**config.mk**
```make
export PLATFORM = sky130hd
export DESIGN_NAME = mux_scan_ctrl_flat
export DESIGN_NICKNAME = d
export VERILOG_FILES = /design/src/rtl/mux_scan_if.sv /design/src/rtl/mux_scan_ctrl.sv /design/src/flat_wrapper.sv
export SDC_FILE = /design/constraint.sdc
export NUM_CORES = 1
export LEC_CHECK = 0
export BUFFER_PORTS_ARGS = -buffer_cell sky130_fd_sc_hd__buf_2
export CAP_MARGIN = 20
export CORE_AREA = 2 2 59 61
export DETAILED_ROUTE_END_ITERATION = 10
export DIE_AREA = 0 0 61 63
export PLACE_DENSITY = 0.77
export SLEW_MARGIN = 20
export SYNTH_ARGS = -nofsm -noshare
export SYNTH_HDL_FRONTEND = slang
export SYNTH_SLANG_ARGS = --single-unit
```
**constraint.sdc**
```tcl
create_clock -name clk -period 2.25 [get_ports clk]
set_input_delay 0.3375 -clock clk [delete_from_list [all_inputs] [get_ports clk]]
set_output_delay 0.3375 -clock clk [all_outputs]
set_load 0.01 [all_outputs]
```
**src/rtl/mux_scan_if.sv**
```systemverilog
// Bus bundle for mux_scan_ctrl: scan request and range, abort, mux select and
// sample input, captured vector and status pulses.
// MUX_SCAN_PARITY_EN adds the parity output.
interface mux_scan_if #(
  parameter int N = 16,
  parameter int M = $clog2(N)
);
  logic         start;
  logic [M-1:0] first_ch;
  logic [M-1:0] last_ch;
  logic         abort;
  logic [M-1:0] select;
  logic         mux_out;
  logic [N-1:0] data;
  logic         busy;
  logic         done;
  logic         err;
`ifdef MUX_SCAN_PARITY_EN
  logic         parity;

  modport master (
    output start, first_ch, last_ch, abort, mux_out,
    input  select, data, busy, done, err, parity
  );
  modport slave (
    input  start, first_ch, last_ch, abort, mux_out,
    output select, data, busy, done, err, parity
  );
`else
  modport master (
    output start, first_ch, last_ch, abort, mux_out,
    input  select, data, busy, done, err
  );
  modport slave (
    input  start, first_ch, last_ch, abort, mux_out,
    output select, data, busy, done, err
  );
`endif
endinterface

```
**src/rtl/mux_scan_ctrl.sv**
```systemverilog
// Analog-mux scan controller: steps the select through [first_ch, last_ch].
// For each channel it holds the select for SETTLE cycles and then samples
// mux_out into data[channel].
// Optional macro MUX_SCAN_PARITY_EN adds a parity output over the scanned bits.
// The interface instance must be built with the same N and M as this module.
module mux_scan_ctrl #(
  parameter int N      = 16,
  parameter int M      = $clog2(N),
  parameter int SETTLE = 2
) (
  input logic     clk,
  input logic     rst_n,
  mux_scan_if.slave bus
);
  localparam int CW = (SETTLE > 1) ? $clog2(SETTLE) : 1;
  localparam logic [CW-1:0] CNT_LOAD = CW'(SETTLE - 1);
  localparam logic [M:0]    N_EXT    = (M+1)'(N);

  localparam logic [1:0] S_IDLE   = 2'd0;
  localparam logic [1:0] S_SETTLE = 2'd1;
  localparam logic [1:0] S_SAMPLE = 2'd2;
  localparam logic [1:0] S_DONE   = 2'd3;

  logic [1:0]    state_q, state_d;
  logic [M-1:0]  select_q, select_d;
  logic [M-1:0]  last_q, last_d;
  logic [CW-1:0] cnt_q, cnt_d;
  logic [N-1:0]  data_q, data_d;
  logic          busy_q, busy_d;
  logic          done_q, done_d;
  logic          err_q, err_d;
  logic          range_ok;
`ifdef MUX_SCAN_PARITY_EN
  logic          parity_q, parity_d;
`endif

  // The range is valid when it is ordered and it ends on an existing channel.
  always_comb range_ok = (bus.first_ch <= bus.last_ch) && ({1'b0, bus.last_ch} < N_EXT);

  // Next-state logic. Abort takes priority over the capture in SAMPLE.
  always_comb begin
    state_d  = state_q;
    select_d = select_q;
    last_d   = last_q;
    cnt_d    = cnt_q;
    data_d   = data_q;
    done_d   = 1'b0;
    err_d    = 1'b0;
`ifdef MUX_SCAN_PARITY_EN
    parity_d = parity_q;
`endif
    case (state_q)
      S_IDLE: begin
        if (bus.start) begin
          if (range_ok) begin
            state_d  = S_SETTLE;
            select_d = bus.first_ch;
            last_d   = bus.last_ch;
            data_d   = '0;
            cnt_d    = CNT_LOAD;
          end else begin
            err_d = 1'b1;
          end
        end
      end
      S_SETTLE: begin
        if (bus.abort)          state_d = S_IDLE;
        else if (cnt_q == '0)   state_d = S_SAMPLE;
        else                    cnt_d   = cnt_q - CW'(1);
      end
      S_SAMPLE: begin
        if (bus.abort) begin
          state_d = S_IDLE;
        end else begin
          data_d[select_q] = bus.mux_out;
          if (select_q == last_q) begin
            state_d = S_DONE;
            done_d  = 1'b1;
`ifdef MUX_SCAN_PARITY_EN
            // Bits outside the range were cleared at acceptance, so a full
            // reduction equals the XOR over first_ch..last_ch.
            parity_d = ^data_d;
`endif
          end else begin
            state_d  = S_SETTLE;
            select_d = select_q + M'(1);
            cnt_d    = CNT_LOAD;
          end
        end
      end
      S_DONE:  state_d = S_IDLE;
      default: state_d = S_IDLE;
    endcase
    busy_d = (state_d == S_SETTLE) || (state_d == S_SAMPLE);
  end

  // State and output registers. Reset is asynchronous, so a scan in progress
  // is discarded at once.
  always_ff @(posedge clk or negedge rst_n) begin
    if (!rst_n) begin
      state_q  <= S_IDLE;
      select_q <= '0;
      last_q   <= '0;
      cnt_q    <= '0;
      data_q   <= '0;
      busy_q   <= 1'b0;
      done_q   <= 1'b0;
      err_q    <= 1'b0;
`ifdef MUX_SCAN_PARITY_EN
      parity_q <= 1'b0;
`endif
    end else begin
      state_q  <= state_d;
      select_q <= select_d;
      last_q   <= last_d;
      cnt_q    <= cnt_d;
      data_q   <= data_d;
      busy_q   <= busy_d;
      done_q   <= done_d;
      err_q    <= err_d;
`ifdef MUX_SCAN_PARITY_EN
      parity_q <= parity_d;
`endif
    end
  end

  assign bus.select = select_q;
  assign bus.data   = data_q;
  assign bus.busy   = busy_q;
  assign bus.done   = done_q;
  assign bus.err    = err_q;
`ifdef MUX_SCAN_PARITY_EN
  assign bus.parity = parity_q;
`endif
endmodule

```
**src/flat_wrapper.sv**
```systemverilog
// flat-port wrapper written by rule: the top's interface ports become plain ports
module mux_scan_ctrl_flat 
#(
  parameter int N      = 16,
  parameter int M      = $clog2(N),
  parameter int SETTLE = 2
)
  (clk, rst_n, bus_start, bus_first_ch, bus_last_ch, bus_abort, bus_mux_out, bus_select, bus_data, bus_busy, bus_done, bus_err);
  mux_scan_if #(.N(N), .M(M)) bus_i ();
  input logic clk;
  input logic rst_n;
  input wire logic [$bits(bus_i.start)-1:0] bus_start;
  input wire logic [$bits(bus_i.first_ch)-1:0] bus_first_ch;
  input wire logic [$bits(bus_i.last_ch)-1:0] bus_last_ch;
  input wire logic [$bits(bus_i.abort)-1:0] bus_abort;
  input wire logic [$bits(bus_i.mux_out)-1:0] bus_mux_out;
  output wire logic [$bits(bus_i.select)-1:0] bus_select;
  output wire logic [$bits(bus_i.data)-1:0] bus_data;
  output wire logic [$bits(bus_i.busy)-1:0] bus_busy;
  output wire logic [$bits(bus_i.done)-1:0] bus_done;
  output wire logic [$bits(bus_i.err)-1:0] bus_err;
  assign bus_i.start = bus_start;
  assign bus_i.first_ch = bus_first_ch;
  assign bus_i.last_ch = bus_last_ch;
  assign bus_i.abort = bus_abort;
  assign bus_i.mux_out = bus_mux_out;
  assign bus_select = bus_i.select;
  assign bus_data = bus_i.data;
  assign bus_busy = bus_i.busy;
  assign bus_done = bus_i.done;
  assign bus_err = bus_i.err;
  mux_scan_ctrl #(.N(N), .M(M), .SETTLE(SETTLE)) u_core (.clk(clk), .rst_n(rst_n), .bus(bus_i));
endmodule
```
[Word level (Yosys, flattened, before mapping)]
Index checks and enable logic that the tools add are counted.
Word-level totals
  input port bits: 13
  flip-flop bits (word level): 30
  word-level logic and storage cells: 65
Cells by class
  equal/unequal tests: 11
  reduce and logical (&&, ||, !) cells: 9
  mux-type cells: 32
  add/subtract/negate cells: 2
  order comparisons: 3
Operators by type and width (number)
  $mux 16: 3
  $pmux 16 s2: 1
  $bwmux 16: 1
  $mux 4: 4
  $mux 1: 13
  $mux 2: 6
  $ne 2x2->1 const B: 4
  $pmux 2 s4: 1
  $pmux 4 s2: 1
  $eq 2x2->1 const B: 3
  $reduce_and 6->1: 1
  $lt 4x5->1 const B: 1
  $reduce_and 5->1: 1
  $add 4x1->4 const B: 1
  $demux 1 s4: 1
  $eq 2x1->1 const B: 2
  $eq 4x4->1: 1
  $ge 4x1->1 const B: 1
  $le 4x4->1: 1
  $reduce_and 4->1: 1
  $pmux 1 s3: 1
  $reduce_and 3->1: 1
  $reduce_bool 3->1: 1
  $logic_not 2->1: 1
  5 further kinds: 5

[Logic depth before layout (Yosys ltp)]
  word-level depth: 7
  mapped depth: 10
  mapped depth without buffers: 8

[Least setup slack after synthesis]
Ideal clock, no wire load.
  path type: in2reg
  start: input bus_last_ch[1]
  end: register u_core.data_q[10] (netlist: u_core.bus.data[10])
  arrival: 1.800 ns
  path buffers: 2
  data required time: 2.127 ns
  stages on the path: 10
  setup slack: 0.327 ns
  cell sequence: inv_1 -> ha_1 -> nor2b_1 -> o211ai_2 -> a211oi_1 -> or3_1 -> buf_2 -> buf_6 -> o21ai_1 -> o21ai_1
Between the ends
  cells in the longest elaborated chain, start to end: 3
Ends and longest elaborated chain
  start, declared: RTL line flat_wrapper.sv:14  | input wire logic [$bits(bus_i.last_ch)-1:0] bus_last_ch;
  $le 4x4->1: RTL line mux_scan_ctrl.sv:38  | always_comb range_ok = (bus.first_ch <= bus.last_ch) && ({1'b0, bus.last_ch} < N_EXT);
  $ne 2x1->1 (no source line)
  $reduce_and 4->1 (no source line)
  end signal, assigned: RTL line mux_scan_ctrl.sv:117  | data_q <= data_d;
  end, declared: RTL line mux_scan_ctrl.sv:28  | logic [N-1:0] data_q, data_d;
No other way between the ends.
A chain may end at the register's enable or synchronous reset.

[Final worst setup path]
  start: register u_core.state_q[1]
  end: register u_core.select_q[2] (netlist: u_core.bus.select[2])
Between the ends
  cells in the longest elaborated chain, start to end: 3
  elaborated cells between the ends (all ways): 9
Ends and longest elaborated chain
  start, declared: RTL line mux_scan_ctrl.sv:24  | logic [1:0] state_q, state_d;
  start signal, assigned: RTL line mux_scan_ctrl.sv:113  | state_q <= state_d;
  $eq 2x2->1 / $logic_not 2->1 (equally long branches): RTL line mux_scan_ctrl.sv:52  | case (state_q)
  $ne 2x2->1 (no source line) (tied with other cells)
  $reduce_and 5->1 (no source line)
  end signal, assigned: RTL line mux_scan_ctrl.sv:114  | select_q <= select_d;
  end, declared: RTL line mux_scan_ctrl.sv:25  | logic [M-1:0] select_q, select_d;
Parallel ways exist; a longest one is shown, timed or not.

==> results.toml <==
[worst_setup_path]
reg2reg_depth = 6
cp.arrival_ps = 2140
cp-end-kind = "register"
rrSetupSlack_ps = 350
worst_ep_required_time_ps = 2490
setup.worst_path.class = "register to register"
startpoint_type = "register"
reg2reg_from = "u_core.state_q[1]"
critPathMaxFanout = 12
timing.rr.end = "u_core.bus.select[2]"

[grt]
gr-total-overflow = 0
grt_antenna_before_repair = 0
grt_pass1_vias = 1296
grt_max_degree = 31
grt_use_total_pct = 21.27
grt_pass1_wl_um = 6030

[detailed_routing]
wl_um = 3668
wl_met2_um = 1737
met1_length_um = 1638
antenna_left = 0
drtIter0Drc = 63
drcViolationCount = 0
drtPass1Iterations = 4
viasPerCell = 5.522
vias = 1408
highest_layer = "met4"
routedWlPerCell_um = 14.38
wl_met3_um = 243

[layout]
area_growth_pct = 16.42
layout.nets = 229
diodes = 0
drive_gt1_share_pct = 29.19

[clock_tree]
cts.htree.levels = 2
cts_tree = "done"
clockBufferDepth = 2
root_buffer = "clkbuf_4"
cts_num_sinks = 30
ctsHoldBuffers = 0
cts_buffers = 5
cts_resized = 0
cts.clk_slew.worst_paths_ps = 100
cts_setup_buffers = 0
insertion_delay_ps = 340

[sta]
fmax_mhz = 525.0
fin_crit_sh_pct = 84.66
drv_slew = 0
rsz0062_at_grt = "false"
hold_viol = 0
tns_ps = 0
worstMarginPinSlew_ps = 659.0
slew_headroom_pct = 56.06
setup_viol = 0
setup_ws_ps = 345.1
finClkSkew_ps = 6.297
period_needed_ps = 1905

[yosys]
ys_seq_area_share_pct = 44.98
syn_avg_cell_area_sq_um = 9.761
ys_ff_latch = 30
synth.distinct_cells = 41
synth_flop_cell = "dfrtp_1"
synth_edf_count = 0
netlist_instances = 171
synth_fp_nets = 192
yosys_warnings = 0
synth_async_sr_flop_share_pct = 100.0
synth_area_sq_um = 1669

[floorplan]
die_w_um = 61
num_rows = 21
io_pins = 36
core_area_sq_um = 3232
start_util_pct = 51.65
die_y_um = 63
dieArea_sq_um = 3843

[power_and_ir_drop]
power.density_nw_per_um2 = 1049
power.leakage_uw = 0.0009504
vdd_ir_drop_max_mv = 0.7557
power_uw = 2039

[status]
outcome = "finished clean"

[place]
port_buffers = 35
place_hpwl_um = 2692
place.gp.congestion = 0.8148
pre_cts_ws_ps = 61.65

[min_path]
hold_class = "primary input to asynchronous set/reset pin"

[job]
cap_violations = 0
Yosys cell counts (3+ instances only):
cell type  count  share of area, %
o21ai_1       32               9.6
buf_6          3               2.0
ha_1           8               6.0
nand2_1       12               2.7
nor2b_1        6               2.2
a21oi_1       14               4.2
nor2_1         9               2.0
dfrtp_1       30                45
a31oi_1        6               2.2
mux2_2         4               2.7
inv_1          6               1.3
xor2_1         3               1.6
per-layer routing:
metal | GRT usage [%] | vias up
met5 | 0 | -
met4 | 6.522 | 0
met3 | 6.418 | 6
met2 | 31.05 | 54
met1 | 30.11 | 659
li1 | - | 689
flip-flops by register name (all words and copies together) (netlist names):
signal	flops
u_core.bus.done	1
u_core.last_q	4
u_core.bus.busy	1
u_core.bus.err	1
u_core.bus.select	4
u_core.state_q	2
u_core.bus.data	16
u_core.cnt_q	1
worst max path at each step:
stage,from,end,slack (ps),cells after the start
floorplan,bus_last_ch[1],u_core.bus.data[10],330,10
global placement,bus_last_ch[1],u_core.bus.data[8],100,9
detailed placement,bus_last_ch[1],u_core.bus.data[3],60,9
CTS,u_core.state_q[0],u_core.bus.select[2],370,5
global route,u_core.state_q[0],u_core.bus.select[2],240,5
finish,u_core.state_q[1],u_core.bus.select[2],350,6
layout make-up:
class                           count  area (sq um)
Sequential cell                    30         750.7
Tap cell                           46         57.56
Multi-Input combinational cell    126         837.1
Fill cell                         285          1289
Clock inverter                      3         40.04
Clock buffer                        5         37.54
Inverter                            8         30.03
Timing Repair Buffer               37         190.2
report_power, final:
part	switching, uW	total (uW)	internal (uW)
registers	129	778	649
clock network	200	430	230
logic	511	830	319
total	841	2040	1200
through the flow:
step                std cells  util, %  instance area, sq um  hold WS (ps)
floorplan                 171        -                  1669         41.91
CTS                       255    60.12                  1943         38.28
detailed placement        247    57.72                  1866         407.5
global placement          247    57.72                  1866         407.9
finish                    255    60.12                  1943         17.63
global route              255    60.12                  1943         74.42
critical path: stages (launching register included):
cell and delay, ps:
dfrtp_1 530, nand2b_4 240, nor2_2 150, a221oi_2 100, a21oi_2 340, nand2_1 180, a222oi_1 260
cell usage in the layout (no fill, tap or decap), types with 2 or more instances in the layout:
cell type,Yosys,routed
or2_2,2,2
mux2i_1,2,2
nor2b_1,6,6
o22ai_1,2,2
ha_1,8,8
a21oi_1,14,14
o21ai_1,32,32
xor2_1,3,3
inv_1,6,6
nand2_1,12,12
nor2_1,9,9
mux2_2,4,4
buf_2,2,35
a211oi_1,2,2
a31oi_1,6,6
o21bai_1,2,2
buf_4,0,2
inv_2,2,2
clkinv_2,0,2
clkbuf_4,0,5
dfrtp_1,30,30
and2_1,2,2
cells by family (layout without fill, tap and decap cells):
kind of cell	count (synthesis)	count (layout)	share of synthesized area (%)
multiplexers	6	6	3.898
flip-flops	30	30	44.98
adder cells (fa/ha/maj)	8	8	5.997
buffers and inverters	15	53	4.873
AO/OA/AOI/OAI	65	65	22.56
AND/OR/NAND/NOR	43	43	15.59
XOR/XNOR	4	4	2.099
(Power assumes the default switching activity.)
